$ cat config.mk
export PLATFORM = sky130hd
export DESIGN_NAME = addr_gen_ctrl_flat
export DESIGN_NICKNAME = d
export VERILOG_FILES = /design/src/rtl/addr_gen_ctrl_if.sv /design/src/rtl/addr_gen_ctrl.sv /design/src/flat_wrapper.sv
export SDC_FILE = /design/constraint.sdc
export NUM_CORES = 1
export LEC_CHECK = 0
export ABC_AREA = 1
export CORE_MARGIN = 1.5
export CORE_UTILIZATION = 25
export DETAILED_ROUTE_END_ITERATION = 16
export PLACE_DENSITY = 0.47
export SLEW_MARGIN = 20
export SYNTH_ARGS = -nofsm -noshare
export SYNTH_HDL_FRONTEND = slang
export SYNTH_SLANG_ARGS = --single-unit
$ cat constraint.sdc
create_clock -name clk -period 13.2 [get_ports clk]
set_clock_uncertainty 0.15 [all_clocks]
set_input_delay 2.64 -clock clk [delete_from_list [all_inputs] [get_ports clk]]
set_output_delay 2.64 -clock clk [all_outputs]
set_load 0.1 [all_outputs]
$ cat src/rtl/addr_gen_ctrl_if.sv
// Address output handshake between the affine address generator and the
// SRAM/aggregation port it feeds.
interface addr_gen_ctrl_if #(
    parameter int AW = 16
);
    logic [AW-1:0] addr_out;
    logic          addr_valid;
    logic          addr_ready;

    modport master (
        output addr_out,
        output addr_valid,
        input  addr_ready
    );

    modport slave (
        input  addr_out,
        input  addr_valid,
        output addr_ready
    );
endinterface

$ cat src/rtl/addr_gen_ctrl.sv
// Affine nested-loop address generator: addr = start + sum(cnt[i]*stride[i]),
// with configuration latched at start, valid/ready output and repeat mode.
module addr_gen_ctrl #(
    parameter int MAX_DIM = 6,
    parameter int AW      = 16,
    parameter int CW      = 16,
    parameter int DIM_W   = $clog2(MAX_DIM + 1)
) (
    input  logic                  clk,
    input  logic                  rst_n,
    input  logic                  clk_en,
    input  logic                  flush,
    input  logic                  start,
    input  logic                  repeat_en,
    input  logic [DIM_W-1:0]      dimensionality,
    input  logic [MAX_DIM*CW-1:0] ranges,
    input  logic [MAX_DIM*AW-1:0] strides,
    input  logic [AW-1:0]         starting_addr,
    addr_gen_ctrl_if.master       addr_if,
    output logic                  busy,
    output logic                  done
);

    typedef enum logic {IDLE = 1'b0, RUN = 1'b1} state_t;

    state_t                      state_q,  state_d;
    logic [MAX_DIM-1:0][CW-1:0]  cnt_q,    cnt_d;
    logic [MAX_DIM-1:0][AW-1:0]  loc_q,    loc_d;
    logic [MAX_DIM-1:0][CW-1:0]  range_q,  range_d;
    logic [MAX_DIM-1:0][AW-1:0]  stride_q, stride_d;
    logic [AW-1:0]               base_q,   base_d;
    logic [DIM_W-1:0]            dim_q,    dim_d;
    logic                        rep_q,    rep_d;
    logic                        done_q,   done_d;

    logic [MAX_DIM:0]            upd;
    logic                        last;
    logic                        xfer;
    logic [AW-1:0]               addr_sum;
    logic [CW-1:0]               range_in;

    // Carry chain: dimension i advances when every lower dimension wraps.
    always_comb begin
        upd    = '0;
        upd[0] = 1'b1;
        for (int i = 1; i <= MAX_DIM; i++) begin
            upd[i] = upd[i-1] & (cnt_q[i-1] == range_q[i-1] - CW'(1));
        end
        last = upd[dim_q];
        xfer = (state_q == RUN) & addr_if.addr_ready & clk_en;
    end

    always_comb begin
        addr_sum = base_q;
        for (int i = 0; i < MAX_DIM; i++) begin
            if (DIM_W'(i) < dim_q) begin
                addr_sum = addr_sum + loc_q[i];
            end
        end
    end

    assign addr_if.addr_out   = addr_sum;
    assign addr_if.addr_valid = (state_q == RUN);
    assign busy               = (state_q == RUN);
    assign done               = done_q;

    // With clk_en low every _d equals its _q, so the whole block freezes.
    always_comb begin
        state_d  = state_q;
        cnt_d    = cnt_q;
        loc_d    = loc_q;
        range_d  = range_q;
        stride_d = stride_q;
        base_d   = base_q;
        dim_d    = dim_q;
        rep_d    = rep_q;
        done_d   = done_q;
        range_in = '0;

        if (clk_en) begin
            done_d = 1'b0;
            if (flush) begin
                state_d = IDLE;
                cnt_d   = '0;
                loc_d   = '0;
            end else if (state_q == IDLE) begin
                if (start) begin
                    state_d = RUN;
                    cnt_d   = '0;
                    loc_d   = '0;
                    base_d  = starting_addr;
                    rep_d   = repeat_en;
                    dim_d   = (dimensionality > DIM_W'(MAX_DIM)) ? DIM_W'(MAX_DIM)
                                                                 : dimensionality;
                    for (int i = 0; i < MAX_DIM; i++) begin
                        range_in    = ranges[i*CW +: CW];
                        range_d[i]  = (range_in == '0) ? CW'(1) : range_in;
                        stride_d[i] = strides[i*AW +: AW];
                    end
                end
            end else if (xfer) begin
                for (int i = 0; i < MAX_DIM; i++) begin
                    if ((DIM_W'(i) < dim_q) && upd[i]) begin
                        if (cnt_q[i] == range_q[i] - CW'(1)) begin
                            cnt_d[i] = '0;
                            loc_d[i] = '0;
                        end else begin
                            cnt_d[i] = cnt_q[i] + CW'(1);
                            loc_d[i] = loc_q[i] + stride_q[i];
                        end
                    end
                end
                if (last && !rep_q) begin
                    state_d = IDLE;
                    done_d  = 1'b1;
                end
            end
        end
    end

    always_ff @(posedge clk or negedge rst_n) begin
        if (!rst_n) begin
            state_q  <= IDLE;
            cnt_q    <= '0;
            loc_q    <= '0;
            range_q  <= '0;
            stride_q <= '0;
            base_q   <= '0;
            dim_q    <= '0;
            rep_q    <= 1'b0;
            done_q   <= 1'b0;
        end else begin
            state_q  <= state_d;
            cnt_q    <= cnt_d;
            loc_q    <= loc_d;
            range_q  <= range_d;
            stride_q <= stride_d;
            base_q   <= base_d;
            dim_q    <= dim_d;
            rep_q    <= rep_d;
            done_q   <= done_d;
        end
    end

endmodule

$ cat src/flat_wrapper.sv
// flat-port wrapper written by rule: the top's interface ports become plain ports
module addr_gen_ctrl_flat 
#(
    parameter int MAX_DIM = 6,
    parameter int AW      = 16,
    parameter int CW      = 16,
    parameter int DIM_W   = $clog2(MAX_DIM + 1)
)
  (clk, rst_n, clk_en, flush, start, repeat_en, dimensionality, ranges, strides, starting_addr, busy, done, addr_if_addr_out, addr_if_addr_valid, addr_if_addr_ready);
  addr_gen_ctrl_if #(.AW(AW)) addr_if_i ();
  input  logic clk;
  input  logic rst_n;
  input  logic clk_en;
  input  logic flush;
  input  logic start;
  input  logic repeat_en;
  input  logic [DIM_W-1:0] dimensionality;
  input  logic [MAX_DIM*CW-1:0] ranges;
  input  logic [MAX_DIM*AW-1:0] strides;
  input  logic [AW-1:0] starting_addr;
  output logic busy;
  output logic done;
  output wire logic [$bits(addr_if_i.addr_out)-1:0] addr_if_addr_out;
  output wire logic [$bits(addr_if_i.addr_valid)-1:0] addr_if_addr_valid;
  input wire logic [$bits(addr_if_i.addr_ready)-1:0] addr_if_addr_ready;
  assign addr_if_addr_out = addr_if_i.addr_out;
  assign addr_if_addr_valid = addr_if_i.addr_valid;
  assign addr_if_i.addr_ready = addr_if_addr_ready;
  addr_gen_ctrl #(.MAX_DIM(MAX_DIM), .AW(AW), .CW(CW), .DIM_W(DIM_W)) u_core (.clk(clk), .rst_n(rst_n), .clk_en(clk_en), .flush(flush), .start(start), .repeat_en(repeat_en), .dimensionality(dimensionality), .ranges(ranges), .strides(strides), .starting_addr(starting_addr), .addr_if(addr_if_i), .busy(busy), .done(done));
endmodule
======== Word level (Yosys, flattened, before mapping) ========
Cells that the tools add are included.
operators by class
  $add $sub $neg .......................... 24
  multipliers ............................. 0
  divide/modulo/power cells ............... 0
  $lt $le $gt $ge ......................... 8
  equality and inequality tests ........... 13
  shift operators ......................... 0
  mux-type cells .......................... 55
  bitwise operators ....................... 9
  reduce and logical (&&, ||, !) cells .... 21
operators with widths
  cell                                                                           number
  96-bit two-way mux                                                             7
  16-bit two-way mux                                                             36
  16-bit adder                                                                   12
  16-bit by 1-bit adder with 16-bit output (second input constant)               6
  16-bit equality test                                                           6
  16-bit zero test                                                               6
  16-bit by 1-bit subtractor with 16-bit output (second input constant)          6
  4-bit AND reduction                                                            7
  3-bit != test (second input constant)                                          7
  1-bit two-way mux                                                              10
  1-bit bitwise AND                                                              7
  1-bit logical AND                                                              6
  1-bit by 3-bit less-than comparator with 1-bit output (first input constant)   2
  2-bit by 3-bit less-than comparator with 1-bit output (first input constant)   2
  3-bit less-than comparator (first input constant)                              2
  3-bit by 4-bit less-than comparator with 1-bit output (second input constant)  1
  1-bit binary-select mux with 3-bit select                                      1
  3-bit greater-than comparator (second input constant)                          1
  3-bit two-way mux                                                              1
  3-bit nonzero test                                                             1
  1-bit inverter                                                                 2
  1-bit zero test                                                                1
word-level totals
  flip-flop bits (word level) ............. 406
  latch bits .............................. 0
  RAM bits ................................ 0
  ROM bits ................................ 0
  input port bits ......................... 218
  output and inout bits ................... 19
  logic and storage cells ................. 159
  memories kept ........................... 0

======== Logic depth before layout (Yosys ltp) ========
  word-level depth ........................ 14
  mapped depth ............................ 56
  mapped depth without buffers ............ 55

======== Worst setup path before layout ========
No wires, ideal clock.
  path type ............................... reg2out
  from .................................... register u_core.dim_q[2]
  to ...................................... output addr_if_addr_out[9]
  arrival time ............................ 8.602 ns
  required time ........................... 10.410 ns
  slack ................................... 1.808 ns
  cell stages (with the launch flop) ...... 40
  path buffers ............................ 2
  cells stage by stage .................... dfrtp_1 -> clkbuf_1 -> nor2_1 -> inv_1 -> nor2_2 -> buf_2 -> nand2_1 -> nand2_1 -> ha_1 -> inv_1 -> fa_1 -> o21ai_0 -> xnor2_1 -> o21ai_0 -> ha_1 -> inv_1 -> nor2_1 -> o31ai_1 -> (+4 left out) -> nand3_1 -> a21boi_0 -> inv_1 -> ha_1 -> a21oi_1 -> o21ai_0 -> a21oi_1 -> nor2_1 -> o21ai_0 -> nand2_1 -> xor2_1 -> nand2_1 -> and2_1 -> ha_1 -> a21oi_1 -> a21boi_0 -> xor2_1 -> o21ai_0
between the ends
  longest elaborated chain between the ends .. 12
  elaborated cells between the ends (all ways) .. 17
  those cells by class .................... add/sub (5); order compare (6); mux (6)
ends and longest elaborated chain
  what                                                   line                  text
  from (decl)                                            addr_gen_ctrl.sv:32   logic [DIM_W-1:0] dim_q, dim_d;
  from (signal assigned)                                 addr_gen_ctrl.sv:139  dim_q <= dim_d;
  1-bit by 3-bit less-than comparator with 1-bit output  addr_gen_ctrl.sv:56   if (DIM_W'(i) < dim_q) begin
  16-bit two-way mux                                     addr_gen_ctrl.sv:56
  16-bit adder                                           addr_gen_ctrl.sv:57   addr_sum = addr_sum + loc_q[i];
  16-bit two-way mux                                     addr_gen_ctrl.sv:56
  16-bit adder                                           addr_gen_ctrl.sv:57
  16-bit two-way mux                                     addr_gen_ctrl.sv:56
  16-bit adder                                           addr_gen_ctrl.sv:57
  16-bit two-way mux                                     addr_gen_ctrl.sv:56
  16-bit adder                                           addr_gen_ctrl.sv:57
  16-bit two-way mux                                     addr_gen_ctrl.sv:56
  16-bit adder                                           addr_gen_ctrl.sv:57
  16-bit two-way mux (*)                                 addr_gen_ctrl.sv:56
  to (decl)                                              flat_wrapper.sv:23    output wire logic [$bits(addr_if_i.addr_out)-1:0] addr_if_addr_out;
Mark *: on every way between the ends. The rest lies on a longest branch, timed or not.

======== Worst setup path in the final report ========
  from .................................... register u_core.base_q[0]
  to ...................................... output addr_if_addr_out[15]
between the ends
  longest elaborated chain between the ends .. 12
ends and longest elaborated chain
  what                    line                  text
  from (decl)             addr_gen_ctrl.sv:31   logic [AW-1:0] base_q, base_d;
  from (signal assigned)  addr_gen_ctrl.sv:138  base_q <= base_d;
  16-bit adder            addr_gen_ctrl.sv:57
  16-bit two-way mux (*)  addr_gen_ctrl.sv:56
  16-bit adder            addr_gen_ctrl.sv:57
  16-bit two-way mux (*)  addr_gen_ctrl.sv:56
  16-bit adder            addr_gen_ctrl.sv:57
  16-bit two-way mux (*)  addr_gen_ctrl.sv:56
  16-bit adder            addr_gen_ctrl.sv:57
  16-bit two-way mux (*)  addr_gen_ctrl.sv:56
  16-bit adder            addr_gen_ctrl.sv:57
  16-bit two-way mux (*)  addr_gen_ctrl.sv:56
  16-bit adder            addr_gen_ctrl.sv:57
  16-bit two-way mux (*)  addr_gen_ctrl.sv:56
Marks and branches as above.

==> flow_summary.json <==
{
  "cp.required_ns": 10.41,
  "hold_viol": 0,
  "port-buffer-count": 236,
  "final_area_sq_um": 37270,
  "path_max_fanout": 7,
  "arrival_ns": 9.42,
  "worst-slew-pin-transition_ns": 0.9811,
  "core-area_sq_um": 123600,
  "antenna_found_initial": 2,
  "numCtsBuffers": 55,
  "clk_pin_slew_ns": 0.06,
  "syn_inst": 4469,
  "rsz0062_at_grt": "false",
  "status": "complete, no violations",
  "pwr-share-seq_pct": 26.5,
  "die_x_microns": 355.8,
  "max_cap_violations": 0,
  "drc_errors": 0,
  "swShare_pct": 45.26,
  "grt_pass1_wl_microns": 161600,
  "critPathSlowestCell": "fa_1",
  "path_depth": 49,
  "vias": 28890,
  "drtAntennaViolNets": 0,
  "gr-usage-all-layers_pct": 15.99,
  "whs_path_depth": 2,
  "finalMaxSlewViolations": 0,
  "p_sw_uw": 2876,
  "critPathMaxStageDelay_ns": 0.44,
  "place.gp.congestion": 0.9061,
  "grt_max_degree": 137,
  "cp_top_family": "simple AND/OR/NAND/NOR gates",
  "power.total_uw": 6353,
  "final_common_cell": "nand2_1",
  "slew_headroom_pct": 34.39,
  "worst_hold_slack_ns": 0.3283,
  "dp_cells": 6247,
  "cp-start-kind": "register",
  "p_comb_share_pct": 48.4,
  "path_class": "register to output pin",
  "die_height_microns": 355.8,
  "cts_max_path_buffers": 3,
  "viasPerCell": 4.550,
  "clock-sinks": 406,
  "dominantRegCellSynth": "dfrtp_1",
  "power_density_nw_per_um2": 170.4,
  "die_area_sq_um": 126600,
  "nets": 5098,
  "grt_overflow": 0,
  "pwr-share-clk_pct": 25.2,
  "layout_common_cells": "nand2_1, dfrtp_1, inv_1",
  "cpMostUsedCell": "nand2_1",
  "core.rowCount": 129,
  "min_path_type": "register to register",
  "cts_tree": "done",
  "drive_above_1_share_pct": 5.198,
  "stdcell_count": 6350,
  "syn2layout_area_growth_pct": 19.78,
  "synth_area_per_cell_sq_um": 6.963,
  "cts_root_buffer": "clkbuf_16",
  "cts_max_level": 2,
  "finalCritPeriodShare_pct": 92.48,
  "drt_iter0_drc": 1636,
  "reg2reg_depth": 14,
  "ys_seq_area_share_pct": 32.65,
  "cp-end-kind": "output pin",
  "avgRoutedWirePerCell_microns": 15.94,
  "hpwl_microns": 78120,
  "p_int_uw": 3477,
  "drt_first_pass_iters": 5,
  "min_period_ns": 12.21,
  "leakage_uw": 0.01814,
  "clk-insertion-delay-late_ns": 0.67,
  "dpl_cell_area_sq_um": 35330,
  "worst-path-buf-inv": 2,
  "fmaxAchievable_mhz": 81.92,
  "final.setup.tns_ns": 0,
  "vdd_drop_max_mv": 0.1736,
  "ys_seq_elements": 406,
  "ys_async_sr_fraction_pct": 100.0,
  "syn-cell-area_sq_um": 31120,
  "initial_core_util_pct": 25.17,
  "wirelength_microns": 101200,
  "n_antenna_cell": 0,
  "grt_pass1_vias": 28650,
  "synth-edff-count": 0,
  "synth.distinct_cells": 57,
  "synth_fp_nets": 4899,
  "yosysWarnings": 0,
  "ios": 237,
  "setup_viol": 0
}
state kept, by name, indices dropped and copies added (netlist names):
register	cells
u_core.rep_q	1
u_core.cnt_q	96
u_core.dim_q	3
u_core.addr_if.addr_valid	1
u_core.range_q	96
u_core.base_q	16
u_core.done	1
u_core.loc_q	96
u_core.stride_q	96
final cells by class:
| cell class | instances | area (sq um) |
|---|---|---|
| repair buffers | 266 | 2673 |
| multi-input cells | 3530 | 18930 |
| clock inverters | 22 | 340.3 |
| inverters | 409 | 1546 |
| clock buffers | 80 | 1572 |
| flip-flops and latches | 406 | 10160 |
| well taps | 1637 | 2048 |
| fillers | 13600 | 86360 |
routing by layer:
metal	global-route usage [%]	up-vias	routed length, microns
met5	0	-	0
met4	4.306	0	2571
met3	2.100	115	3679
met2	25.82	434	45310
met1	22.30	13340	49670
li1	-	15000	-
through the flow:
stage	utilization, %	setup slack, ns
CTS	30.12	0.4125
floorplan	-	1.808
detailed placement	28.58	1.149
global route	30.15	0.09415
global placement	28.57	1.278
finish	30.15	0.9923
tightest hold or removal path, stage by stage, from the launching register on:
cell,delay [ns]
dfrtp_1,0.34
nand2_1,0.05
nand2_1,0.05
power by group through the flow:
stage | logic (uW) | clock network (uW) | registers [uW]
floorplan | 2260 | 0 | 1610
global placement | 3060 | 0 | 1710
detailed placement | 3070 | 0 | 1700
CTS | 3090 | 1650 | 1690
global route | 3460 | 1700 | 1710
finish | 3070 | 1600 | 1680
Yosys cell counts (all sizes together), types with 30 or more instances:
library cell | count | share of area (%)
a21oi | 208 | 3.3
buf | 30 | 0.55
clkbuf | 94 | 1.1
dfrtp | 406 | 33
ha | 200 | 8.0
inv | 407 | 4.9
nand2 | 1510 | 18
nand3 | 335 | 5.7
nand3b | 39 | 0.94
nand4 | 56 | 1.1
nor2 | 332 | 4.3
nor3 | 72 | 1.2
nor4 | 33 | 0.66
o21ai | 266 | 4.3
or2 | 44 | 0.88
xnor2 | 71 | 2.0
xor2 | 191 | 5.4
path summary, 6_finish.rpt:
check                                  start                   end  slack [ns]
max                         u_core.base_q[0]  addr_if_addr_out[15]        0.99
min reg2reg                     u_core.rep_q          u_core.rep_q        0.33
min in group asynchronous              rst_n    u_core.range_q[84]        1.86
max in group asynchronous              rst_n    u_core.stride_q[6]        8.99
max reg2reg                u_core.range_q[0]      u_core.cnt_q[63]        8.70
min                             u_core.rep_q          u_core.rep_q        0.33
kinds of logic after synthesis:
kind of cell,synth area share (%)
flip-flops,32.65
XOR/XNOR,7.399
AND/OR/NAND/NOR,33.90
multiplexers,0.03217
AO/OA/AOI/OAI,10.60
buffers and inverters,6.614
adder cells (fa/ha/maj),8.814
repair_timing:
action | CTS | global route
resized for setup | 0 | 10
buffers inserted | 0 | 1
hold buffers | 0 | 0
endpoints found under the setup margin | 0 | 3
(Power assumes the default switching activity.)
